### src/rtl/pipe_hazard_ctrl.sv
// rtl/pipe_hazard_ctrl.sv - stall/flush/halt control for an in-order pipeline.
// Optional performance counters enabled with `define PIPE_HAZARD_PERF_CNT_EN.
module pipe_hazard_ctrl #(
  parameter int STAGES      = 5,
  parameter int FLUSH_STAGE = 2
) (
  input  logic              clock,
  input  logic              reset,
  input  logic [STAGES-1:0] stall_req,
  input  logic              flush_req,
  input  logic              halt_req,
  input  logic              fetch_valid,
  output logic [STAGES-1:0] en,
  output logic [STAGES-1:0] valid,
  output logic              halted,
  output logic [31:0]       stall_cycles,
  output logic [31:0]       flush_count
);

  typedef enum logic [1:0] {
    RUN    = 2'd0,
    DRAIN  = 2'd1,
    HALTED = 2'd2
  } state_t;

  state_t            state_q, state_d;
  logic [STAGES-1:0] valid_q, valid_d;
  logic [STAGES-1:0] hold;
  logic              flush_acc;

  // A stall anywhere holds that stage and every younger stage behind it.
  always_comb begin
    logic acc;
    acc  = 1'b0;
    hold = '0;
    for (int i = STAGES - 1; i >= 0; i--) begin
      acc     = acc | stall_req[i];
      hold[i] = acc;
    end
  end

  always_comb begin
    en = ~hold;
    if (state_q != RUN) en[0] = 1'b0;
  end

  assign flush_acc = flush_req & valid_q[FLUSH_STAGE] & ~hold[FLUSH_STAGE];

  always_comb begin
    valid_d = valid_q;
    if (!hold[0]) valid_d[0] = fetch_valid & (state_q == RUN);
    for (int i = 1; i < STAGES; i++) begin
      if (!hold[i]) valid_d[i] = valid_q[i-1] & ~hold[i-1];
    end
    // Flush kills the wrong-path instructions even in held stages.
    if (flush_acc) begin
      for (int i = 0; i <= FLUSH_STAGE; i++) valid_d[i] = 1'b0;
    end
  end

  always_comb begin
    state_d = state_q;
    case (state_q)
      RUN: begin
        if (halt_req && valid_q[1] && !hold[1] && !flush_acc) state_d = DRAIN;
      end
      DRAIN: begin
        if (valid_q[STAGES-1:2] == '0) state_d = HALTED;
      end
      HALTED: state_d = HALTED;
      default: state_d = RUN;
    endcase
  end

  always_ff @(posedge clock) begin
    if (reset) begin
      state_q <= RUN;
      valid_q <= '0;
    end else begin
      state_q <= state_d;
      valid_q <= valid_d;
    end
  end

  assign valid  = valid_q;
  assign halted = (state_q == HALTED);

`ifdef PIPE_HAZARD_PERF_CNT_EN
  logic [31:0] stall_cycles_q, stall_cycles_d;
  logic [31:0] flush_count_q, flush_count_d;

  always_comb begin
    stall_cycles_d = stall_cycles_q;
    flush_count_d  = flush_count_q;
    if (hold[0] && state_q != HALTED && stall_cycles_q != 32'hFFFF_FFFF)
      stall_cycles_d = stall_cycles_q + 32'd1;
    if (flush_acc && flush_count_q != 32'hFFFF_FFFF)
      flush_count_d = flush_count_q + 32'd1;
  end

  always_ff @(posedge clock) begin
    if (reset) begin
      stall_cycles_q <= '0;
      flush_count_q  <= '0;
    end else begin
      stall_cycles_q <= stall_cycles_d;
      flush_count_q  <= flush_count_d;
    end
  end

  assign stall_cycles = stall_cycles_q;
  assign flush_count  = flush_count_q;
`else
  assign stall_cycles = 32'd0;
  assign flush_count  = 32'd0;
`endif

endmodule

### config.mk
export PLATFORM = sky130hd
export DESIGN_NAME = pipe_hazard_ctrl
export DESIGN_NICKNAME = d
export VERILOG_FILES = /design/src/rtl/pipe_hazard_ctrl.sv
export SDC_FILE = /design/constraint.sdc
export NUM_CORES = 1
export LEC_CHECK = 0
export ABC_CLOCK_PERIOD_IN_PS = 3550
export BUFFER_PORTS_ARGS = -buffer_cell sky130_fd_sc_hd__buf_4
export CORE_UTILIZATION = 40
export DETAILED_ROUTE_END_ITERATION = 16
export PLACE_DENSITY = 0.93
export REMOVE_ABC_BUFFERS = 1
export SLEW_MARGIN = 20
export SYNTH_ARGS = -nofsm -noshare
export SYNTH_HDL_FRONTEND = slang
export SYNTH_SLANG_ARGS = --single-unit
### constraint.sdc
create_clock -name clock -period 3.55 [get_ports clock]
set_input_delay 0.71 -clock clock [delete_from_list [all_inputs] [get_ports clock]]
set_output_delay 0.71 -clock clock [all_outputs]
set_load 0.005 [all_outputs]
==> summary.txt, run 1 <==
Timing
  – Fin crit share: 72.7%
  – Final setup violation count: 0
  – Fin crit period: roughly 2.6 ns
  – Slew Limit Fails: 0
  – Hold Violations, Final: 0
  – Clock Skews: 0.00419 ns
  – RSZ-0062 raised after global routing: false
  – Setup TNS: 0 ns
  – FMAX: 387 MHz

Yosys
  – Post-synthesis sequential area ratio: 15.4%
  – Synth Area in Adders: under 10%
  – Syn Area/Cell: 7.86 um2
  – Post-Synthesis Cells: 116
  – Xor/xnor share of the synthesized area: 0%
  – Cell Area, Synth: ~910 um2
  – Simple logic cell fraction of the synthesized area: 12.9%
  – Flops & latches, synth: 7
  – Largest family of logic cells by synthesized area: buffers and inverters
  – Multiplexer share of the synthesized area: 0%
  – YS warnings: 0
  – Compound-gate portion of the synthesized area: 11.0%
  – Synth unique cells: 23

Power and ir drop
  – Total power: 184 uW
  – Clock power share: between 30% and 40%
  – Lkg Pwr: 0.476 nW
  – Sequential power share: 42.9%
  – Internal power: 133 uW
  – VDD IR max: 0.148 mV
  – Sw Share: 27.8%
  – Comb power frac: 18.7%
  – Sw power: 51.2 uW
  – P per Cell Area: 211 nW/um2

Critical path
  – Worst setup SP type: input pin
  – CP delay by family, top: simple AND/OR/NAND/NOR gates
  – CP max stage delay: 0.64 ns
  – Reg2reg start: valid[2]$_SDFFE_PP0N_
  – Cell chain of the critical path: buf_4, or4_1, nor3b_1, buf_4
  – Bufs and invs on worst path: 2
  – Critical path capture point type: output port
  – Critical path's slowest cell: or4_1
  – Setup crit end: en[0]
  – Reg2reg path depth: 3
  – Worst Path Arrival: 1.87 ns
  – Crit. path cell count: 4
  – CP startpoint: stall_req[4]
  – FF-to-FF setup slack: 2.41 ns
  – Maximum fanout along the worst path: 7
  – WS Path Type: in -> out
  – Reg-to-reg endpoint: state_q[1]$_SDFFE_PP0P_
  – CP dominant cell by count: buf_4
  – WP data required: 2.84 ns

Global route
  – Initial antenna violation count: 0
  – Largest net degree at the start of global routing: 8
  – Vias in the first global route: 386
  – GRT Resource Usage Total: under 10%
  – First-pass GRT wire length: 1690 um
  – Total gr overflow: 0

Layout
  – Area occupied by multi-input gates: 508 um2
  – Commonest non-fill, non-tap cell in the layout: conb_1
  – # fillers: 227
  – Reg area: 140 um2
  – Commonest cells after routing, fill and taps aside: conb_1, buf_4, dfxtp_1
  – Post-layout util: 42.8%
  – ANT cells: 0
  – Share of cells above drive strength 1: 16.7%
  – Synth-to-Final Area Change: -4.25%
  – Final nets: 153
  – Cell Count, Final, Fillers Out: 165

Die
  – Initial Util: roughly 45%
  – Boundary pin count: 85
  – Die height: 49.8 um
  – Full die area: 2480 um2
  – Cell row count: 16
  – CORE AREA: 2040 um2
  – Die X: 49.8 um

Hold path
  – Min-delay worst type: reg -> reg

Outcome
  – Outcome: finished clean

Placement
  – PortBufs: 20
  – Placer Congestion: 0.792
  – Placed insts: 161
  – HPWL Detailed: ~1100 um

Clock network
  – Hold-fix buffers at CTS: 0
  – Cts bufs inserted: 3
  – CTS Root Cell: clkbuf_4
  – Post-CTS setup buffers: 0
  – TritonCTS clock tree: yes
  – Num Clock Sinks: 7
  – Clock Path Buffers: 2
  – Htree depth: 1
  – Clk pin slew, worst setup/hold paths: ~0.05 ns
  – CTS resizes: 0
  – Clk_lat worst skew: 0.25 ns

Detailed routing
  – Routed WL per cell: 7.52 um
  – DR pass1 iterations: 4
  – Initial DRC Count: 6
  – DRT Wirelength: 1240 um
  – DR vias/cell: approximately 3.6
  – Total number of vias: a little under 600
  – Final ANT Viol Nets: 0
  – # DRC: 0

Flow run
  – Max_cap viols: 0
==> metal layers <==
metal | track usage (%) | vias to the layer above | wire, um
met1 | 10.9 | 255 | 451
met3 | 3.09 | 0 | 145
met4 | 7.14 | 0 | 0
met2 | 13.7 | 44 | 642
li1 | - | 296 | -
met5 | 0 | - | 0
==> stage by stage <==
step | hold WS [ns] | setup slack [ns] | instance area, um2
after floorplan | 0.472 | 1.26 | 663
after global placement | 0.480 | 0.960 | 847
after detailed placement | 0.483 | 0.955 | 847
after CTS | 0.491 | 0.954 | 873
after global routing | 0.519 | 0.888 | 873
final | 0.489 | 0.969 | 873
==> final cells by class <==
class	instances	area share, %
clock buffer	4	3.01
timing repair buffer	20	17.2
tap	27	3.87
inverter	4	1.72
multi-input combinational	103	58.2
sequential	7	16.0
==> cells by family after synthesis <==
group,after synthesis
buffers and inverters,69
AND/OR/NAND/NOR,20
AO/OA/AOI/OAI,15
flip-flops,7
adder cells (fa/ha/maj),4
other,1
==> synthesized netlist by cell type <==
| cell type | count | area share, % |
|---|---|---|
| nand4b_1 | 1 | 0.96 |
| nor2_1 | 2 | 0.82 |
| o311ai_0 | 2 | 1.9 |
| nor3_1 | 1 | 0.55 |
| buf_4 | 64 | 53 |
| clkbuf_2 | 1 | 0.55 |
| ha_1 | 4 | 5.5 |
| conb_1 | 1 | 0.41 |
| nand2b_1 | 1 | 0.69 |
| dfxtp_1 | 7 | 15 |
| a21oi_1 | 5 | 2.7 |
| nand2_1 | 5 | 2.1 |
| o21ai_0 | 2 | 1.1 |
| and2_1 | 1 | 0.69 |
| a21o_1 | 1 | 0.82 |
| nand3b_1 | 4 | 3.3 |
| nor2b_1 | 2 | 1.4 |
| o31ai_1 | 1 | 0.82 |
| o211ai_1 | 2 | 1.6 |
| nor3b_1 | 2 | 1.6 |
| o31a_1 | 2 | 1.9 |
| inv_1 | 4 | 1.6 |
| or4_1 | 1 | 0.82 |
==> tightest hold or removal path, delay by kind of cell (launching register included) <==
| family | cells | cell delay, ns |
|---|---|---|
| flip-flops | 1 | 0.33 |
| AND/OR/NAND/NOR | 1 | 0.06 |
| AO/OA/AOI/OAI | 1 | 0.05 |
==> flip-flops by register name (all words and copies together) (netlist names) <==
register  flops
valid         5
state_q       2
==> power by group through the flow <==
| stage | sequential, mW | clock (mW) | combinational (mW) |
|---|---|---|---|
| finish | 0.0789 | 0.0707 | 0.0343 |
| global route | 0.0789 | 0.0800 | 0.0395 |
| CTS | 0.0789 | 0.0751 | 0.0331 |
| detailed placement | 0.0806 | 0 | 0.0330 |
| global placement | 0.0806 | 0 | 0.0329 |
| floorplan | 0.0806 | 0 | 0.0191 |
==> worst min-delay path by stage <==
stage                                startpoint                    end  slack [ns]  depth (start not counted)
after floorplan           valid[1]$_SDFFE_PP0N_  valid[1]$_SDFFE_PP0N_        0.47                          2
after global placement    valid[0]$_SDFFE_PP0N_  valid[0]$_SDFFE_PP0N_        0.48                          2
after detailed placement  valid[0]$_SDFFE_PP0N_  valid[0]$_SDFFE_PP0N_        0.48                          2
after CTS                 valid[0]$_SDFFE_PP0N_  valid[0]$_SDFFE_PP0N_        0.49                          2
after global routing      valid[1]$_SDFFE_PP0N_  valid[1]$_SDFFE_PP0N_        0.52                          2
final                     valid[1]$_SDFFE_PP0N_  valid[1]$_SDFFE_PP0N_        0.49                          2
No activity file was read; power rests on OpenSTA's default activity.
==> run 2: changes to the inputs <==
- ABC_CLOCK_PERIOD_IN_PS: 3550 -> 2600
- CORE_UTILIZATION: 40 -> 37
- PLACE_DENSITY: 0.93 -> 0.88
- clock period: 3.55 -> 2.6 ns (I/O delays scaled with it)
==> run 2 against run 1 <==
Combinational power increased by 37%; total power is 40% higher; wire length rose by 2.3%; cell count up 0.61%; hold slack worse by 0.012 ns; sequential power up 37%; critical path depth stayed put; first-iteration DRC count fell by 33%; die area rose by 7.8%; via count grew 1.0%; critical endpoint unchanged.
==> summary.txt, run 2 (synthesis results as in run 1) <==
Outcome
  – Outcome: finished clean

Die
  – Initial Util: about two fifths
  – Cell row count: 17
  – Die X: 51.7 um
  – Boundary pin count: 85
  – CORE AREA: around 2300 um2
  – Die height: 51.7 um
  – Full die area: 2670 um2

Layout
  – Max reg flops: 5
  – Reg area: ~140 um2
  – # fillers: 253
  – ANT cells: 0
  – Post-layout util: around two fifths
  – Share of cells above drive strength 1: 16.7%
  – Final nets: 153
  – Synth-to-Final Area Change: -4.12%
  – Commonest non-fill, non-tap cell in the layout: conb_1
  – Cell Count, Final, Fillers Out: 166
  – Commonest cells after routing, fill and taps aside: conb_1, buf_4, dfxtp_1
  – Area occupied by multi-input gates: about 510 um2
  – Final Instance Area: 875 um2

Timing
  – Clock Skews: 0.00359 ns
  – Fin worst setup slack: around 0.4 ns
  – Hold Violations, Final: 0
  – RSZ-0062 raised after global routing: false
  – FMAX: 455 MHz
  – Setup TNS: 0 ns
  – Slew @ Worst Pin: 0.515 ns
  – Worst hold slack: 0.477 ns
  – Fin crit share: 84.6%
  – Fin crit period: roughly 2.2 ns
  – Slew Limit Fails: 0
  – Final setup violation count: 0
  – Rel. slew slack: 65.4%

Detailed routing
  – Routed WL per cell: 7.64 um
  – Initial DRC Count: 4
  – DR pass1 iterations: 4
  – Met3 routed WL: 131 um
  – Total number of vias: 601
  – Wl on met1: 464 um
  – Top sig layer: met4
  – DR vias/cell: 3.62
  – Met2 Routed Length: 642 um
  – Final ANT Viol Nets: 0
  – DRT Wirelength: around 1300 um
  – # DRC: 0

Placement
  – DP Area: 848 um2
  – Placed insts: approximately 160
  – Pre-CTS setup slack: 0.397 ns
  – HPWL Detailed: about 1100 um
  – PortBufs: 20
  – Placer Congestion: around 0.76

Critical path
  – Bufs and invs on worst path: 2
  – CP max stage delay: 0.65 ns
  – Critical path's slowest cell: or4_1
  – Cell chain of the critical path: buf_4, or4_1, nor3b_1, buf_4
  – Worst setup SP type: input pin
  – Maximum fanout along the worst path: 7
  – CP dominant cell by count: buf_4
  – Worst Path Arrival: 1.68 ns
  – CP delay by family, top: simple AND/OR/NAND/NOR gates
  – WP data required: 2.08 ns
  – WS Path Type: in -> out
  – Critical path capture point type: output port

Global route
  – First-pass GRT wire length: about 1800 um
  – Vias in the first global route: 443
  – GRT Resource Usage Total: 9.41%
  – Initial antenna violation count: 0
  – Total gr overflow: 0
  – Largest net degree at the start of global routing: 8

Clock network
  – Htree depth: 1
  – Clk_lat worst skew: between 0.2 and 0.3 ns
  – TritonCTS clock tree: yes
  – Hold-fix buffers at CTS: 0
  – Clk pin slew, worst setup/hold paths: 0.05 ns
  – Post-CTS setup buffers: 0
  – Clock Path Buffers: 2
  – Cts bufs inserted: 3
  – CTS Root Cell: clkbuf_4
  – CTS resizes: 0
  – Num Clock Sinks: 7

Power and ir drop
  – Sw Share: 29.3%
  – Sequential power share: a little over two fifths
  – Internal power: 182 uW
  – Comb power frac: a little under a fifth
  – P per Cell Area: 294 nW/um2
  – Total power: 257 uW
  – VDD IR max: 0.221 mV
  – Sw power: 75.2 uW
  – Lkg Pwr: 0.476 nW
  – Clock power share: 39.7%

Flow run
  – Max_cap viols: 0

Hold path
  – Min-delay worst type: in -> reg
## run 2: layer usage
| layer | vias to the layer above | GRT usage, % |
|---|---|---|
| met5 | - | 0 |
| met4 | 0 | 8.11 |
| met3 | 4 | 2.34 |
| met2 | 47 | 16.0 |
| met1 | 256 | 9.49 |
| li1 | 294 | - |
## run 2: power by group through the flow
stage	logic [mW]	clock network, mW	registers, mW
detailed placement	0.0454	0	0.110
finish	0.0471	0.102	0.108
floorplan	0.0261	0	0.110
CTS	0.0456	0.106	0.108
global placement	0.0452	0	0.110
global route	0.0561	0.110	0.108
## run 2: final timing paths
path / startpoint / to / slack (ns) / depth (start not counted)
worst min register to register: valid[0]$_SDFFE_PP0N_ / valid[0]$_SDFFE_PP0N_ / 0.49 / 2
worst max-delay path: stall_req[4] / en[0] / 0.40 / 4
worst max register to register: valid[2]$_SDFFE_PP0N_ / state_q[1]$_SDFFE_PP0P_ / 1.46 / 3
worst min-delay path: reset / valid[3]$_SDFFE_PP0N_ / 0.48 / 2
## run 2: layout make-up
| type | instances | area share [%] |
|---|---|---|
| Clock buffer | 4 | 3.00 |
| Inverter | 4 | 1.72 |
| Multi-Input combinational cell | 103 | 58.1 |
| Sequential cell | 7 | 16.0 |
| Tap cell | 28 | 4.01 |
| Timing Repair Buffer | 20 | 17.2 |
==> run 3: changes to the inputs <==
- ABC_CLOCK_PERIOD_IN_PS: 2600 -> 2160
- clock period: 2.6 -> 2.16 ns (I/O delays scaled with it)
==> run 3 against run 2 <==
Cell area grew 0.86%; first-iteration DRC count grew 25%; cell count grew 0.60%; critical path depth is the same.
==> summary.txt, run 3 (synthesis results as in run 1) <==
Placement
  – PortBufs: 20
  – Placer Congestion: 0.731
  – HPWL Detailed: 1080 um
  – Pre-CTS setup slack: around 0.22 ns
  – DP Area: 856 um2

Die
  – Full die area: 2670 um2
  – Cell row count: 17
  – Die height: 51.7 um
  – Die X: 51.7 um
  – Boundary pin count: 85
  – CORE AREA: 2280 um2
  – Initial Util: 40.1%

Timing
  – Hold Violations, Final: 0
  – Fin worst setup slack: approximately 0.23 ns
  – Fin crit share: between 80% and 90%
  – RSZ-0062 raised after global routing: false
  – Clock Skews: around 0.0025 ns
  – Final setup violation count: 0
  – Setup TNS: 0 ns
  – Slew Limit Fails: 0
  – FMAX: between 500 and 600 MHz
  – Fin crit period: 1.93 ns
  – Worst hold slack: 0.382 ns

Global route
  – Total gr overflow: 0
  – First-pass GRT wire length: 1850 um
  – Initial antenna violation count: 0
  – Largest net degree at the start of global routing: 8
  – GRT Resource Usage Total: 9.48%
  – Vias in the first global route: 432

Outcome
  – Outcome: finished clean

Critical path
  – WP data required: about 1.7 ns
  – WS Path Type: in -> out
  – Maximum fanout along the worst path: 7
  – Worst Path Arrival: 1.50 ns
  – Worst setup SP type: input pin
  – FF-to-FF setup slack: 1.01 ns
  – Critical path capture point type: output port

Detailed routing
  – # DRC: 0
  – DR vias/cell: 3.66
  – Total number of vias: 611
  – DR pass1 iterations: 4
  – Routed WL per cell: 7.47 um
  – Final ANT Viol Nets: 0
  – DRT Wirelength: 1250 um
  – Initial DRC Count: 5

Power and ir drop
  – Sw Share: 29.0%
  – Internal power: 219 uW
  – Lkg Pwr: slightly below 0.5 nW
  – Clock power share: 39.4%
  – Comb power frac: 18.6%
  – P per Cell Area: 350 nW/um2
  – Sw power: 89.7 uW
  – Sequential power share: 42.0%
  – VDD IR max: approximately 0.27 mV
  – Total power: 309 uW

Flow run
  – Max_cap viols: 0

Clock network
  – CTS resizes: 0
  – TritonCTS clock tree: yes
  – Clk_lat worst skew: 0.26 ns
  – Hold-fix buffers at CTS: 0
  – Cts bufs inserted: 3
  – Clk pin slew, worst setup/hold paths: 0.05 ns
  – Clock Path Buffers: 2
  – Num Clock Sinks: 7
  – CTS Root Cell: clkbuf_4
  – Htree depth: 1
  – Post-CTS setup buffers: 0

Layout
  – Synth-to-Final Area Change: -3.29%
  – Share of cells above drive strength 1: 17.3%
  – Commonest non-fill, non-tap cell in the layout: conb_1
  – Max reg flops: 5
  – Final nets: 154
  – Commonest cells after routing, fill and taps aside: conb_1, buf_4, dfxtp_1
  – ANT cells: 0
  – Final Instance Area: around 900 um2

Hold path
  – Min-delay worst type: in -> reg
run 3: power groups by stage:
| stage | combinational [mW] | sequential, mW | clock [mW] |
|---|---|---|---|
| 6_report | 0.0573 | 0.130 | 0.122 |
| 3_3_place_gp | 0.0549 | 0.132 | 0 |
| 3_5_place_dp | 0.0553 | 0.132 | 0 |
| 2_1_floorplan | 0.0314 | 0.132 | 0 |
| 4_1_cts | 0.0554 | 0.130 | 0.125 |
| 5_1_grt | 0.0680 | 0.129 | 0.138 |
run 3: worst paths after layout:
path | start | end | cells past startpoint
setup / recovery | stall_req[4] | en[0] | 4
hold / removal | reset | valid[3]$_SDFFE_PP0N_ | 2
setup reg to reg | valid[2]$_SDFFE_PP0N_ | state_q[0]$_SDFFE_PP0P_ | 3
hold reg to reg | valid[0]$_SDFFE_PP0N_ | valid[0]$_SDFFE_PP0N_ | 2
run 3: worst max-delay path, cell delays in order:
cell     delay, ns
buf_4         0.13
or4_1         0.56
nor3b_1       0.23
buf_4         0.14
run 3: per-stage QoR:
| stage | instances | utilization [%] |
|---|---|---|
| final | 167 | 38.8 |
| after global placement | 163 | 37.6 |
| after floorplan | 114 | - |
| after CTS | 167 | 38.8 |
| after global routing | 167 | 38.8 |
| after detailed placement | 163 | 37.6 |
run 3: per-layer routing:
| layer | GRT usage (%) | vias up | share of wire [%] |
|---|---|---|---|
| li1 | - | 299 | - |
| met4 | 5.41 | 0 | 1.8 |
| met1 | 10.2 | 262 | 38 |
| met5 | 0 | - | 0 |
| met3 | 2.92 | 3 | 11 |
| met2 | 16.2 | 47 | 50 |
run 3: cell type report:
class	instances	area, um2
well taps	28	35.0
flip-flops and latches	7	140
clock buffers	4	26.3
repair buffers	21	158
multi-input cells	103	508
inverters	4	15.0
fillers	241	1390
